--- config.mk ---
export PLATFORM = sky130hd
export DESIGN_NAME = note_judge_flat
export DESIGN_NICKNAME = d
export VERILOG_FILES = /design/src/rtl/note_judge_if.sv /design/src/rtl/note_judge.sv /design/src/flat_wrapper.sv
export SDC_FILE = /design/constraint.sdc
export NUM_CORES = 1
export LEC_CHECK = 0
export BUFFER_PORTS_ARGS = -buffer_cell sky130_fd_sc_hd__buf_2
export CAP_MARGIN = 20
export CORE_ASPECT_RATIO = 0.9
export CORE_UTILIZATION = 45
export DETAILED_ROUTE_END_ITERATION = 10
export PLACE_DENSITY = 0.72
export SLEW_MARGIN = 25
export SYNTH_ARGS = -nofsm -noshare
export SYNTH_HDL_FRONTEND = slang
export SYNTH_SLANG_ARGS = --single-unit
--- constraint.sdc ---
create_clock -name clk -period 2.4 [get_ports clk]
set_clock_uncertainty 0.2 [all_clocks]
set_input_delay 0.36 -clock clk [delete_from_list [all_inputs] [get_ports clk]]
set_output_delay 0.36 -clock clk [all_outputs]
set_load 0.03 [all_outputs]
--- src/rtl/note_judge_if.sv ---
// Player-input / judge-output bundle between the game front-end and note_judge.
// master drives the chord, buttons and beat tick; slave returns verdicts and tallies.
interface note_judge_if #(
  parameter int SCORE_W = 16
);
  logic               eight_beat;
  logic               load;
  logic [4:0]         exp_notes;
  logic [4:0]         frets;
  logic               strum;
  logic               hit_pulse;
  logic               miss_pulse;
  logic [7:0]         combo;
  logic [2:0]         multiplier;
  logic [SCORE_W-1:0] score;

  modport master (
    output eight_beat, load, exp_notes, frets, strum,
    input  hit_pulse, miss_pulse, combo, multiplier, score
  );

  modport slave (
    input  eight_beat, load, exp_notes, frets, strum,
    output hit_pulse, miss_pulse, combo, multiplier, score
  );
endinterface

--- src/rtl/note_judge.sv ---
// Judges strums against the per-step chord; keeps combo, multiplier, saturating score (overstrum: NOTE_JUDGE_OVERSTRUM_EN).
// Latency: verdict pulses and tallies are registered, visible one cycle after the sampled strum/beat.
// Backpressure: none; inputs are sampled every cycle and verdicts are never stalled.
module note_judge #(
  parameter int SCORE_W    = 16,
  parameter int HIT_POINTS = 10,
  parameter int COMBO_STEP = 8,
  parameter int MAX_MULT   = 4
) (
  input  logic        clk,
  input  logic        reset,
  note_judge_if.slave bus
);

  localparam int SW1 = SCORE_W + 1;

  typedef enum logic [1:0] {
    IDLE   = 2'd0,
    OPEN   = 2'd1,
    CLOSED = 2'd2
  } state_t;

  state_t             state, state_n;
  logic [4:0]         pending, pending_n;
  logic               strum_q;
  logic               strum_evt;
  logic               hit_n, miss_n;
  logic               hit_r, miss_r;
  logic [7:0]         combo_r, combo_n;
  logic [2:0]         mult_r, mult_n;
  logic [SCORE_W-1:0] score_r, score_n;
  logic [SCORE_W:0]   points;
  logic [SCORE_W:0]   sum;
  logic [8:0]         mult_calc;

  assign strum_evt = bus.strum & ~strum_q;

  // Verdict and window control. A strum in OPEN takes precedence over window
  // expiry, so a simultaneous strum and beat produce exactly one verdict.
  always_comb begin
    state_n   = state;
    pending_n = pending;
    hit_n     = 1'b0;
    miss_n    = 1'b0;

    if (!bus.load) begin
      state_n   = IDLE;
      pending_n = '0;
    end else begin
      if (state == IDLE)
        state_n = CLOSED;

      if (state == OPEN && strum_evt) begin
        if (bus.frets == pending)
          hit_n = 1'b1;
        else
          miss_n = 1'b1;
        state_n = CLOSED;
      end else if (state == OPEN && bus.eight_beat) begin
        miss_n = 1'b1;
`ifdef NOTE_JUDGE_OVERSTRUM_EN
      end else if (state == CLOSED && strum_evt) begin
        miss_n = 1'b1;
`endif
      end

      if (bus.eight_beat) begin
        pending_n = bus.exp_notes;
        state_n   = (bus.exp_notes != 5'd0) ? OPEN : CLOSED;
      end
    end
  end

  // Tally update; points use the multiplier in force before this verdict.
  always_comb begin
    combo_n = combo_r;
    score_n = score_r;
    points  = SW1'(HIT_POINTS) * SW1'(mult_r);
    sum     = {1'b0, score_r} + points;

    if (hit_n) begin
      combo_n = (combo_r == 8'hFF) ? combo_r : combo_r + 8'd1;
      score_n = sum[SCORE_W] ? {SCORE_W{1'b1}} : sum[SCORE_W-1:0];
    end else if (miss_n) begin
      combo_n = '0;
    end

    mult_calc = 9'(combo_n / 8'(COMBO_STEP)) + 9'd1;
    mult_n    = (mult_calc > 9'(MAX_MULT)) ? 3'(MAX_MULT) : mult_calc[2:0];
  end

  always_ff @(posedge clk) begin
    if (reset) begin
      state   <= IDLE;
      pending <= '0;
      strum_q <= 1'b0;
      hit_r   <= 1'b0;
      miss_r  <= 1'b0;
      combo_r <= '0;
      mult_r  <= 3'd1;
      score_r <= '0;
    end else begin
      state   <= state_n;
      pending <= pending_n;
      strum_q <= bus.strum;
      hit_r   <= hit_n;
      miss_r  <= miss_n;
      combo_r <= combo_n;
      mult_r  <= mult_n;
      score_r <= score_n;
    end
  end

  assign bus.hit_pulse  = hit_r;
  assign bus.miss_pulse = miss_r;
  assign bus.combo      = combo_r;
  assign bus.multiplier = mult_r;
  assign bus.score      = score_r;

  a_one_verdict: assert property (@(posedge clk) !(hit_r && miss_r));

endmodule

--- src/flat_wrapper.sv ---
// flat-port wrapper written by rule: the top's interface ports become plain ports
module note_judge_flat 
#(
  parameter int SCORE_W    = 16,
  parameter int HIT_POINTS = 10,
  parameter int COMBO_STEP = 8,
  parameter int MAX_MULT   = 4
)
  (clk, reset, bus_eight_beat, bus_load, bus_exp_notes, bus_frets, bus_strum, bus_hit_pulse, bus_miss_pulse, bus_combo, bus_multiplier, bus_score);
  note_judge_if #(.SCORE_W(SCORE_W)) bus_i ();
  input  logic clk;
  input  logic reset;
  input wire logic [$bits(bus_i.eight_beat)-1:0] bus_eight_beat;
  input wire logic [$bits(bus_i.load)-1:0] bus_load;
  input wire logic [$bits(bus_i.exp_notes)-1:0] bus_exp_notes;
  input wire logic [$bits(bus_i.frets)-1:0] bus_frets;
  input wire logic [$bits(bus_i.strum)-1:0] bus_strum;
  output wire logic [$bits(bus_i.hit_pulse)-1:0] bus_hit_pulse;
  output wire logic [$bits(bus_i.miss_pulse)-1:0] bus_miss_pulse;
  output wire logic [$bits(bus_i.combo)-1:0] bus_combo;
  output wire logic [$bits(bus_i.multiplier)-1:0] bus_multiplier;
  output wire logic [$bits(bus_i.score)-1:0] bus_score;
  assign bus_i.eight_beat = bus_eight_beat;
  assign bus_i.load = bus_load;
  assign bus_i.exp_notes = bus_exp_notes;
  assign bus_i.frets = bus_frets;
  assign bus_i.strum = bus_strum;
  assign bus_hit_pulse = bus_i.hit_pulse;
  assign bus_miss_pulse = bus_i.miss_pulse;
  assign bus_combo = bus_i.combo;
  assign bus_multiplier = bus_i.multiplier;
  assign bus_score = bus_i.score;
  note_judge #(.SCORE_W(SCORE_W), .HIT_POINTS(HIT_POINTS), .COMBO_STEP(COMBO_STEP), .MAX_MULT(MAX_MULT)) u_core (.clk(clk), .reset(reset), .bus(bus_i));
endmodule
==> results by group <==
Run status
  • Status: complete, but fails checks
  • Violated checks: setup timing

Global route
  • Antenna violations before repair: 0
  • Met3 layer usage reported by global route: 4.12%
  • Total track usage: 22.1%
  • Number of global-route vias before repair: 1806
  • Most used routing layer: met2
  • Met2 Usage GRT: 38.4%
  • First-pass GRT wire length: 8110 um
  • Global route total overflow: 0
  • Global routing met1 resource utilization: 27.2%
  • Pin count of the biggest net entering global routing: 19

Worst setup path
  • Type of destination of the critical path: flip-flop
  • Worst endpoint required time: 2370 ps
  • Path depth of the worst reg2reg path: 9
  • Classification of the worst setup path: flip-flop to flip-flop
  • Critical path destination: u_core.bus.score[10]$_SDFFE_PP0N_
  • Worst reg2reg path startpoint: u_core.bus.multiplier[0]$_SDFF_PP1_
  • Critical path startpoint category: flip-flop
  • Data arrival time of the worst path: 2370 ps
  • Largest fanout on the critical path: 4
  • End of the worst register-to-register path: u_core.bus.score[10]$_SDFFE_PP0N_
  • CP startpoint: u_core.bus.multiplier[0]$_SDFF_PP1_
  • R2r setup slk: -3 ps

Placed design
  • Post-Place Setup Slack: -78.9 ps
  • Input/output buffers: 43
  • Standard cell area after detailed placement: 2640 um^2
  • HPWL after detailed placement: 3450 um
  • Placer Congestion: 0.832

Synth
  • Count of different cell masters after synthesis: 51
  • Cell type with the highest aggregate area in the netlist: dfxtp_1
  • Register bit total from synthesis: 37
  • Area of the mapped netlist: 2040 um^2
  • Average cell area after synthesis: 9.24 um^2
  • Sequential share of the synthesized area: 36.3%
  • Share of Yosys cell area claimed by the top area cell type: 36.3%
  • Ys Warns: 0
  • Syn Nets: 248
  • Post-synthesis instance total: 221
  • Most area-consuming cells after synthesis: dfxtp_1 (36%), ha_1 (6.7%), mux2i_1 (3.9%)

STA
  • Min Tclk post-route: 2400 ps
  • Final Max Slew Viols: 0
  • Final setup violation count: 1
  • Max Clock Freq: 416 MHz
  • Slew at the pin with the worst max-slew slack: 644 ps
  • Setup TNS after final layout: -2.75 ps
  • Number of hold violations in the final report: 0
  • Least setup slack across all paths after layout: -2.75 ps
  • Period utilization: 100%
  • Worst hold slack: 108 ps
  • Unrepaired setup endpoints after global routing: yes
  • Relative slew slack: 56.7%

Run
  • Maximum Capacitance Violations: 0

Floorplan
  • Ports: 44
  • Die Y-Extent: 65.9 um
  • Die area: 4810 um^2
  • Number of standard-cell rows in the floorplan: 22
  • Width of the chip: 73.0 um
  • Initial core utilization: 48.5%
  • Placeable core region: 4210 um^2

Final layout
  • Number of fill cells: 348
  • Layout-stage area growth over the synthesis result: 47.5%
  • Share of final-layout standard cells stronger than drive strength 1: 50.5%
  • Total non-filler cell area in the finished layout: 3010 um^2
  • Number of nets at the end of the flow: 325
  • Count of antenna diodes in the layout: 0

CTS
  • CTS tree: built
  • Max Buffers Root-to-Sink: 2
  • Number of levels the H-tree was split into: 2
  • Clk Latency, worst-skew pair: 290 ps
  • Sinks on Clock Net: 37
  • Clock tree root driver cell: clkbuf_8
  • TritonCTS buffer count: 5
  • Clock edge transition at the registers on the reported setup and hold paths: 70 ps
  • Post-cts hold buffer count: 0

Drt
  • Post-route DRC violation count: 0
  • Post-Route WL: 5340 um
  • Antenna Nets Post-Route: 0
  • Via density: 5.40
  • Routed len/inst: 14.9 um
  • First drt pass iteration count: 4
  • Iteration-0 DRC Markers: 93
  • Via count: 1938

Pwr
  • Overall power after layout: 1.25 mW
  • Pwr/cell area: 413 nW/um^2
  • Pleak: 1.26 nW
  • Worst ir drop on vdd: 0.000353 V

Min path
  • Hold-critical path depth: 3
  • Hold Crit Class: input port to flip-flop
==> repair_timing <==
item / in CTS / in global routing
endpoints found under the setup margin: 12 / 18
cloned: 0 / 0
pin swaps: 5 / 27
gates resized for setup: 12 / 38
buffers inserted: 1 / 3
==> cell usage after synthesis (all sizes together) <==
| library cell | number |
|---|---|
| and3 | 1 |
| nand2b | 4 |
| o2111ai | 1 |
| a22oi | 2 |
| a41oi | 1 |
| nand4 | 3 |
| or3 | 2 |
| nor3b | 4 |
| and4b | 1 |
| a21o | 1 |
| a311oi | 4 |
| a31oi | 5 |
| nor2b | 8 |
| o31ai | 1 |
| a21oi | 13 |
| nand3b | 1 |
| a211oi | 5 |
| dfxtp | 37 |
| clkbuf | 5 |
| or4 | 1 |
| nor2 | 20 |
| nand2 | 8 |
| o311a | 1 |
| o211a | 1 |
| o21bai | 1 |
| ha | 11 |
| o21ba | 1 |
| o21ai | 17 |
| a41o | 1 |
| nand3 | 7 |
| a2bb2oi | 1 |
| xnor2 | 9 |
| o21a | 2 |
| mux2i | 8 |
| xor2 | 4 |
| nor4 | 2 |
| fa | 1 |
| nor3 | 5 |
| a2111oi | 3 |
| and2 | 2 |
| inv | 16 |
==> cell families (layout without fill, tap and decap cells) <==
family,after synthesis,in the layout,synth area share [%]
adders and majority gates,12,12,7.72
DFF,37,37,36.3
muxes,8,8,3.92
xor gates and xnor gates,13,13,7.05
AOI/OAI and AO/OA,61,61,20.8
and+or+nand+nor,69,69,20.4
buffers and inverters,21,99,3.86
==> worst max-delay path, stage by stage (launching register included) <==
cell and delay (ps):
dfxtp_4 370, ha_4 160, ha_4 150, ha_4 270, ha_4 200, or3_1 350, o211a_1 170, nor2b_4 160
a31oi_2 170, a311oi_1 60
==> metrics by stage <==
step	utilization, %	cells
after global routing	71.5	359
after CTS	67.4	357
after global placement	62.6	348
final	71.5	359
after floorplan	-	221
after detailed placement	62.6	348
==> area by class of cell <==
cell class              count  area [um^2]  share of cell area [%]
multi-input cells         163         1540                    51.2
flip-flops and latches     37          762                    25.3
repair buffers             75          463                    15.4
well taps                  60         75.1                    2.49
clock buffers               5         68.8                    2.28
inverters                  16         60.1                    1.99
clock inverters             3         41.3                    1.37
==> worst min path at each step <==
stage,from,to,slack (ps)
after floorplan,bus_strum,u_core.strum_q$_SDFF_PP0_,290
after global placement,u_core.bus.score[0]$_SDFFE_PP0P_,u_core.bus.score[0]$_SDFFE_PP0P_,250
after detailed placement,u_core.bus.score[0]$_SDFFE_PP0P_,u_core.bus.score[0]$_SDFFE_PP0P_,280
after CTS,bus_exp_notes[2],u_core.pending[2]$_SDFFE_PP0P_,110
after global routing,bus_exp_notes[4],u_core.pending[4]$_SDFFE_PP0P_,120
final,bus_exp_notes[4],u_core.pending[4]$_SDFFE_PP0P_,110
==> report_power, final <==
part | internal (mW) | total (mW) | leakage (nW) | switching, mW
clock | 0.306 | 0.538 | 0.0518 | 0.233
combinational | 0.0412 | 0.0859 | 0.901 | 0.0447
sequential | 0.616 | 0.621 | 0.304 | 0.00485
==> cell usage in the layout (no fill, tap or decap), types with 3 or more instances in the layout <==
cell type  instances
o21ai_1            3
mux2i_1            7
clkbuf_8           5
dfxtp_2            8
dfxtp_4            3
o21ai_0           12
buf_2             43
buf_4             30
nor3_1             4
a31oi_1            3
ha_4               8
nor2_2             4
a211oi_1           3
nor2b_1            5
a21oi_1            5
xnor2_1            4
nand3_1            6
nor2_1            16
nand2_1            7
a2111oi_4          3
a21oi_2            7
xnor2_2            4
xor2_1             3
nand2b_1           3
inv_2              4
inv_1             12
dfxtp_1           26
==> state kept, by name (all words and copies together) (netlist names) <==
signal                 flops
u_core.bus.multiplier      3
u_core.bus.score          16
u_core.pending             5
u_core.bus.hit_pulse       1
u_core.state               2
u_core.bus.miss_pulse      1
u_core.strum_q             1
u_core.bus.combo           8
==> layer usage <==
metal	share of wire (%)	wire length, um	up-vias
met5	0	0	-
li1	-	-	961
met2	50	2670	39
met1	45	2410	926
met4	1.7	91	0
met3	3.1	163	12
Power figures use the tool's default switching activity.
